===== src/rtl/mul_pkg.sv =====
// mul_pkg: shared state encoding, default width and iteration-count helpers
// for the iterative shift-add unsigned multiplier.
package mul_pkg;

   localparam int unsigned MUL_WIDTH = 32;

   typedef enum logic [1:0] {
      IDLE = 2'd0,
      BUSY = 2'd1,
      DONE = 2'd2
   } mul_state_t;

   // Iterations needed to consume a width-bit multiplier at bpc bits per step.
   function automatic int unsigned mul_num_iters(input int unsigned width,
                                                 input int unsigned bpc);
      return (bpc == 0) ? width : width / bpc;
   endfunction

   // Counter width able to represent 0..iters inclusive.
   function automatic int unsigned mul_cnt_width(input int unsigned iters);
      return (iters < 2) ? 1 : $clog2(iters + 1);
   endfunction

endpackage


===== src/rtl/mulu_step.sv =====
// mulu_step: one purely combinational shift-add iteration. Consumes
// BITS_PER_CYCLE multiplier bits, adding the correspondingly shifted
// multiplicand into the accumulator, then shifts both operand registers.
module mulu_step
   import mul_pkg::*;
#(
   parameter int unsigned WIDTH          = MUL_WIDTH,
   parameter int unsigned BITS_PER_CYCLE = 1
) (
   input  logic [2*WIDTH-1:0] i_acc,
   input  logic [2*WIDTH-1:0] i_mcand,
   input  logic [WIDTH-1:0]   i_mplier,
   output logic [2*WIDTH-1:0] o_acc,
   output logic [2*WIDTH-1:0] o_mcand,
   output logic [WIDTH-1:0]   o_mplier
);

   // Partial-sum chain: element j holds the accumulator after bits 0..j-1.
   logic [2*WIDTH-1:0] w_acc_chain [BITS_PER_CYCLE+1];

   assign w_acc_chain[0] = i_acc;

   for (genvar j = 0; j < BITS_PER_CYCLE; j++) begin : g_bit
      assign w_acc_chain[j+1] = w_acc_chain[j] + (i_mplier[j] ? (i_mcand << j) : '0);
   end

   assign o_acc    = w_acc_chain[BITS_PER_CYCLE];
   assign o_mcand  = i_mcand << BITS_PER_CYCLE;
   assign o_mplier = i_mplier >> BITS_PER_CYCLE;

endmodule


===== src/rtl/multiplier_unsigned_multicycle.sv =====
// multiplier_unsigned_multicycle: iterative shift-add unsigned multiplier
// with valid/ready handshakes on operands and product. Produces a
// 2*WIDTH-bit product after WIDTH/BITS_PER_CYCLE BUSY iterations.
// Optional macro MUL_EARLY_TERM_EN: leave BUSY as soon as the remaining
// multiplier bits are all zero (same product, shorter latency).
module multiplier_unsigned_multicycle
   import mul_pkg::*;
#(
   parameter int unsigned WIDTH          = MUL_WIDTH,
   parameter int unsigned BITS_PER_CYCLE = 1
) (
   input  logic             clk,
   input  logic             rst,
   input  logic             i_valid,
   output logic             o_ready,
   input  logic [WIDTH-1:0] i_multiplicand,
   input  logic [WIDTH-1:0] i_multiplier,
   output logic             o_valid,
   input  logic             i_ready,
   output logic [WIDTH-1:0] o_product_hi,
   output logic [WIDTH-1:0] o_product_lo
);

   localparam int unsigned     N        = mul_num_iters(WIDTH, BITS_PER_CYCLE);
   localparam int unsigned     CNT_W    = mul_cnt_width(N);
   localparam logic [CNT_W-1:0] LAST_CNT = CNT_W'(N - 1);

   mul_state_t         r_state;
   mul_state_t         w_state_nxt;
   logic [2*WIDTH-1:0] r_acc;
   logic [2*WIDTH-1:0] r_mcand;
   logic [WIDTH-1:0]   r_mplier;
   logic [CNT_W-1:0]   r_count;
   logic [WIDTH-1:0]   r_prod_hi;
   logic [WIDTH-1:0]   r_prod_lo;
   logic [2*WIDTH-1:0] w_acc_nxt;
   logic [2*WIDTH-1:0] w_mcand_nxt;
   logic [WIDTH-1:0]   w_mplier_nxt;
   logic               w_accept;
   logic               w_finish;

   mulu_step #(
      .WIDTH          (WIDTH),
      .BITS_PER_CYCLE (BITS_PER_CYCLE)
   ) u_step (
      .i_acc    (r_acc),
      .i_mcand  (r_mcand),
      .i_mplier (r_mplier),
      .o_acc    (w_acc_nxt),
      .o_mcand  (w_mcand_nxt),
      .o_mplier (w_mplier_nxt)
   );

   // Decide whether the iteration applied at this edge is the last one.
   always_comb begin
      w_finish = (r_count == LAST_CNT);
`ifdef MUL_EARLY_TERM_EN
      if (w_mplier_nxt == '0) begin
         w_finish = 1'b1;
      end
`endif
   end

   // Next-state and handshake outputs.
   always_comb begin
      w_state_nxt = r_state;
      o_ready     = 1'b0;
      o_valid     = 1'b0;
      w_accept    = 1'b0;
      case (r_state)
         IDLE: begin
            o_ready  = !rst;
            w_accept = i_valid && !rst;
            if (w_accept) begin
               w_state_nxt = BUSY;
            end
         end
         BUSY: begin
            if (w_finish) begin
               w_state_nxt = DONE;
            end
         end
         DONE: begin
            o_valid = 1'b1;
            if (i_ready) begin
               w_state_nxt = IDLE;
            end
         end
         default: w_state_nxt = IDLE;
      endcase
   end

   // State register; reset from any state discards the in-flight operation.
   always_ff @(posedge clk) begin
      if (rst) begin
         r_state <= IDLE;
      end else begin
         r_state <= w_state_nxt;
      end
   end

   // Operand latch on accept, one shift-add iteration per BUSY cycle.
   always_ff @(posedge clk) begin
      if (rst) begin
         r_acc    <= '0;
         r_mcand  <= '0;
         r_mplier <= '0;
         r_count  <= '0;
      end else begin
         case (r_state)
            IDLE: begin
               if (w_accept) begin
                  r_acc    <= '0;
                  r_mcand  <= {{WIDTH{1'b0}}, i_multiplicand};
                  r_mplier <= i_multiplier;
                  r_count  <= '0;
               end
            end
            BUSY: begin
               r_acc    <= w_acc_nxt;
               r_mcand  <= w_mcand_nxt;
               r_mplier <= w_mplier_nxt;
               r_count  <= r_count + CNT_W'(1);
            end
            default: ;
         endcase
      end
   end

   // Product register captured from the final accumulator; held otherwise.
   always_ff @(posedge clk) begin
      if (rst) begin
         r_prod_hi <= '0;
         r_prod_lo <= '0;
      end else if (r_state == BUSY && w_finish) begin
         r_prod_hi <= w_acc_nxt[2*WIDTH-1:WIDTH];
         r_prod_lo <= w_acc_nxt[WIDTH-1:0];
      end
   end

   assign o_product_hi = r_prod_hi;
   assign o_product_lo = r_prod_lo;

endmodule


===== config.mk =====
export PLATFORM = sky130hd
export DESIGN_NAME = multiplier_unsigned_multicycle
export DESIGN_NICKNAME = d
export VERILOG_FILES = /design/src/rtl/mul_pkg.sv /design/src/rtl/mulu_step.sv /design/src/rtl/multiplier_unsigned_multicycle.sv
export SDC_FILE = /design/constraint.sdc
export NUM_CORES = 1
export LEC_CHECK = 0
export BUFFER_PORTS_ARGS = -buffer_cell sky130_fd_sc_hd__buf_2
export CORE_MARGIN = 4
export CORE_UTILIZATION = 60
export DETAILED_ROUTE_END_ITERATION = 16
export PLACE_DENSITY = 0.81
export SYNTH_ARGS = -nofsm -noshare
export SYNTH_HDL_FRONTEND = slang
export SYNTH_SLANG_ARGS = --single-unit

===== constraint.sdc =====
create_clock -name clk -period 5.4 [get_ports clk]
set_clock_uncertainty 0.1 [all_clocks]
set_input_delay 1.08 -clock clk [delete_from_list [all_inputs] [get_ports clk]]
set_output_delay 1.08 -clock clk [all_outputs]
set_load 0.01 [all_outputs]

# Word level (Yosys, flattened, before mapping)
# Cells that the tools add are included.
[word_totals] regBits=232 inputBits=68 out_inout_bits=66 word_cells=39
[classes] add_sub_neg=2 eq_ne=7 n_mux=16 n_reduce_logical=7
[ops] op="$pmux W64 S2" n=2
[ops] op="$mux W64" n=3
[ops] op="$add A64 B64 Y64" n=1
[ops] op="$pmux W32 S2" n=1
[ops] op="$mux W32" n=1
[ops] op="$pmux W6 S2" n=1
[ops] op="$ne A2 B2 Y1 const B" n=4
[ops] op="$add A6 B1 Y6 const B" n=1
[ops] op="$eq A6 B5 Y1 const B" n=1
[ops] op="$mux W2" n=3
[ops] op="$mux W6" n=1
[ops] op="$pmux W2 S3" n=1
[ops] op="$mux W1" n=3
[ops] op="$reduce_and A3 Y1" n=1
[ops] op="$eq A2 B1 Y1 const B" n=1
[ops] op="$eq A2 B2 Y1 const B" n=1
[ops] op="$logic_and A1 B1 Y1" n=2
[ops] op="$logic_not A2 Y1" n=1
[ops] op="$reduce_and A2 Y1" n=1
[ops] op="$reduce_bool A2 Y1" n=1
[ops] op="$logic_not A1 Y1" n=1

# Logic depth before layout (Yosys ltp)
[logic_depth] ltp_word=5 ltp_mapped=15

# Modules after synthesis
# A second synthesis with hierarchy kept.
[hier_totals] hier_cells=1695 hier_area_um2=14463.9
[modules_own_cells] module="multiplier_unsigned_multicycle" instances=1 cells_per_inst=963 area_each_um2=9465.3
[modules_own_cells] module="mulu_step" instances=1 cells_per_inst=732 area_each_um2=4998.5

# Worst setup path before layout
# No wires, ideal clock.
[synth_path] path_kind="flip-flop to flip-flop" start="register r_mplier[0]" end="register r_acc[62]" setup_time_ns=0.128 t_arrival_ns=3.095 slack_ns=2.077 stages_incl_launch_ff=16 n_path_buf=3 period_less_slack_ns=3.323 path_cell_list="dfxtp_1 > clkbuf_1 > clkbuf_1 > and2_1 > ha_1 > buf_2 > a21o_1 > a31oi_1 > o21ai_0 > a2111o_1 > o2111ai_1 > a21oi_1 > or2_2 > a31o_2 > xnor2_1 > o21ai_0"
[synth_between] elab_chain_cells=3
[synth_lines] item="start: declaration" line="multiplier_unsigned_multicycle.sv:32" text="logic [WIDTH-1:0] r_mplier;"
[synth_lines] item="start signal: assignment" line="multiplier_unsigned_multicycle.sv:115" text="r_mplier <= i_multiplier;"
[synth_lines] item="start signal: assignment" line="multiplier_unsigned_multicycle.sv:122" text="r_mplier <= w_mplier_nxt;"
[synth_lines] item="$mux W64" line="mulu_step.sv:24" text="assign w_acc_chain[j+1] = w_acc_chain[j] + (i_mplier[j] ? (i_mcand << j) : '0);"
[synth_lines] item="$add A64 B64 Y64" line="mulu_step.sv:24"
[synth_lines] item="$pmux W64 S2" line="multiplier_unsigned_multicycle.sv:110" text="case (r_state)"
[synth_lines] item="end signal: assignment" line="multiplier_unsigned_multicycle.sv:120" text="r_acc <= w_acc_nxt;"
[synth_lines] item="end: declaration" line="multiplier_unsigned_multicycle.sv:30" text="logic [2*WIDTH-1:0] r_acc;"
# Every way passes these cells.
# A chain may end at the register's enable or synchronous reset.

# Final worst setup path
[layout_path] start="register r_mplier[0]" end="register r_acc[40]"
# Same word-level chain as after synthesis.

==> summary.txt <==
actual slew at the worst max-slew pin = 0.950 ns
Die Area = 0.0231 mm2
Nets = 1801
cells after synthesis = 1614
distinct cell type count after synthesis = 63
Final Hold Fails = 0
Post-synth EDFFs = 0
initial antenna violation count = 0
DRT iter0 DRCs = 866
met1 usage = 0.364
Critical Path RT = 5.66 ns
static leakage = 6.03 nW
Detailed Route WL = 33000 um
clk_lat worst skew = 0.52 ns
CTS clk-pin slew, worst paths = 0.06 ns
Routability Congestion = 0.986
core region area = 0.0203 mm2
vias per cell = 5.99
Setup Viol. Count Final = 0
antenna cells = 0
post-layout util = 0.688
CTS max path bufs = 3
met3 Resource Use GR = 0.0390
RSZ-0062 raised after global routing = no
peak supply drop = 0.188 mV
routed vias = 11700
Hold-fix buffers, CTS = 0
IO Count = 134
GRT busiest layer = met2
GR met2 Demand/Resource = 0.446
Comb pwr share = 0.094
synth warn = 0
dpl hpwl = 22800 um
multi-input logic area = 0.00735 mm2
row cnt = 52
first-pass GRT wire length = 53700 um
postcts setup bufs = 0
Seq pwr share = 0.468
DR pass1 iterations = 6
Power Dens Cells = 280 mW/mm2
top cells by area, synth = dfxtp_1 37%, nor2_1 9.5%, ha_1 6.4%
Syn Area/Cell = 7.72 um2
Post-route DRC = 0
Async SR Flop Fraction = 0
CTS Buf Count = 24
Startpoint Class = register
initial cell density of the core = 0.614
clock power share = 0.438
Seq/Total Area, Yosys = 0.373
FF+latch count, synth = 232
FILL cells = 1721
Reg area = 0.00464 mm2
I/O Buffers = 133
slew margin rel. = 0.365
largest net degree at the start of global routing = 133
Synth top area share = 0.373
status = finished, final reports clean
Primary FF master, synth = dfxtp_1
# H-tree levels = 1
Worst Setup End Kind = register
CP max FO = 32
setup TNS = 0 ns
Tmin final = 4.31 ns
commonest non-fill, non-tap cells in the layout = 312 x nor2_1, 232 x dfxtp_1, 163 x nand2_1
post-synthesis cell area = 0.0125 mm2
commonest non-fill, non-tap cell in the layout = nor2_1
CTS Root Cell = clkbuf_16
P_int = 2.94 mW
Die H = 152 um
synthesized net count = 1747
Hold Path Class = register to register
gr usage total = 0.269
cell taking the most area after synthesis = dfxtp_1
NetSw = 0.965 mW
drt wl/cell = 16.9 um
Layout area overhead = 12.1%
die width = 152 um
final slew viol count = 0
fin crit share = 0.797
CTS resizes = 0
GRT overflow = 0
CTS tree = done
Max Clk Rate = 232 MHz
max-cap viol count = 0
Worst EP arrival = 4.57 ns
crit path kind = register to register
Sw Ratio = 0.247
CTS Sinks = 232
DRT antenna net count = 0
number of global-route vias before repair = 10900
layout cell share with drive strength beyond 1 = 0.122
## critical path, cell delays in order (launching register included)
cell and delay, ns:
dfxtp_1 0.71, buf_4 0.42, nand2_1 0.15, fa_1 0.44
nand2b_1 0.20, a21o_1 0.18, a21oi_1 0.24, a32oi_1 0.16
a21oi_1 0.31, a21oi_1 0.20, o31ai_1 0.56, a21oi_1 0.19
xor2_1 0.19, o21ai_0 0.09
## stage by stage
| stage | area, um2 | hold slack (ns) | setup WS [ns] | total power, mW | instances |
|---|---|---|---|---|---|
| final | 14000 | 0.349 | 1.09 | 3.90 | 1955 |
| after global placement | 13100 | 0.339 | 1.35 | 2.22 | 1912 |
| after CTS | 14000 | 0.352 | 1.17 | 3.92 | 1955 |
| after floorplan | 12500 | 0.332 | 2.08 | 2.11 | 1614 |
| after detailed placement | 13100 | 0.344 | 1.21 | 2.23 | 1912 |
| after global routing | 14000 | 0.369 | 0.780 | 4.06 | 1955 |
## sequential cells by signal (all words and copies together), names as in the netlist
register / flops
o_product_lo: 32
r_mcand: 64
r_state: 2
r_acc: 64
r_count: 6
r_mplier: 32
o_product_hi: 32
## routing by layer
metal  share of wire  routed length [um]
met5               0                   0
met4           0.028                 918
met3           0.065                2140
met2            0.46               15300
met1            0.44               14600
## logic make-up (layout without fill, tap and decap cells)
| kind of cell | count (synthesis) | count (layout) | synth area share |
|---|---|---|---|
| flops | 232 | 232 | 0.373 |
| fa+ha+maj | 65 | 65 | 0.0659 |
| buf+inv | 130 | 201 | 0.0402 |
| xor+xnor | 56 | 56 | 0.0394 |
| compound gates | 396 | 396 | 0.209 |
| mux | 1 | 1 | 0.000803 |
| simple gates | 734 | 734 | 0.272 |
## Yosys cell counts, drive strengths merged (2+ instances only)
master,instances
nor2,315
dfxtp,232
nand2,164
a21oi,120
clkbuf,100
and2,65
ha,64
nor4,64
o21ai,64
a22oi,63
a21o,40
xnor2,32
xor2,24
nand3,22
nand4,21
buf,17
a22o,16
nor3,16
nand3b,14
a211oi,13
inv,13
o211ai,12
nand2b,11
nor2b,11
o21bai,11
a31oi,10
or3,9
a21boi,6
nor3b,6
o21a,6
a311oi,5
and3,5
or2,5
o31a,4
a211o,3
o31ai,3
or4,3
a2111o,2
a221oi,2
a31o,2
a32o,2
a32oi,2
nand4b,2
o2111ai,2
## cell type report
| cell class | instances | share of cell area |
|---|---|---|
| Clock buffer | 35 | 0.0504 |
| Clock inverter | 8 | 0.00824 |
| Inverter | 13 | 0.00349 |
| Multi-Input combinational cell | 1252 | 0.527 |
| Sequential cell | 232 | 0.333 |
| Tap cell | 270 | 0.0242 |
| Timing Repair Buffer | 145 | 0.0546 |
## power by group through the flow
stage / logic (mW) / registers, mW / clock network [mW]
6_report: 0.369 / 1.83 / 1.71
5_1_grt: 0.410 / 1.83 / 1.81
4_1_cts: 0.366 / 1.83 / 1.73
3_5_place_dp: 0.363 / 1.86 / 0
3_3_place_gp: 0.357 / 1.86 / 0
2_1_floorplan: 0.269 / 1.84 / 0
## worst paths after layout
check	from	end	slack, ns	depth (start not counted)
worst min register to register	o_product_lo[21]$_SDFFE_PP0P_	o_product_lo[21]$_SDFFE_PP0P_	0.35	2
worst max-delay path	r_mplier[0]$_SDFFE_PP0P_	r_acc[40]$_SDFFE_PP0P_	1.09	13
worst max register to register	r_mplier[0]$_SDFFE_PP0P_	r_acc[40]$_SDFFE_PP0P_	1.09	13
worst min-delay path	o_product_lo[21]$_SDFFE_PP0P_	o_product_lo[21]$_SDFFE_PP0P_	0.35	2
Power figures use the tool's default switching activity.
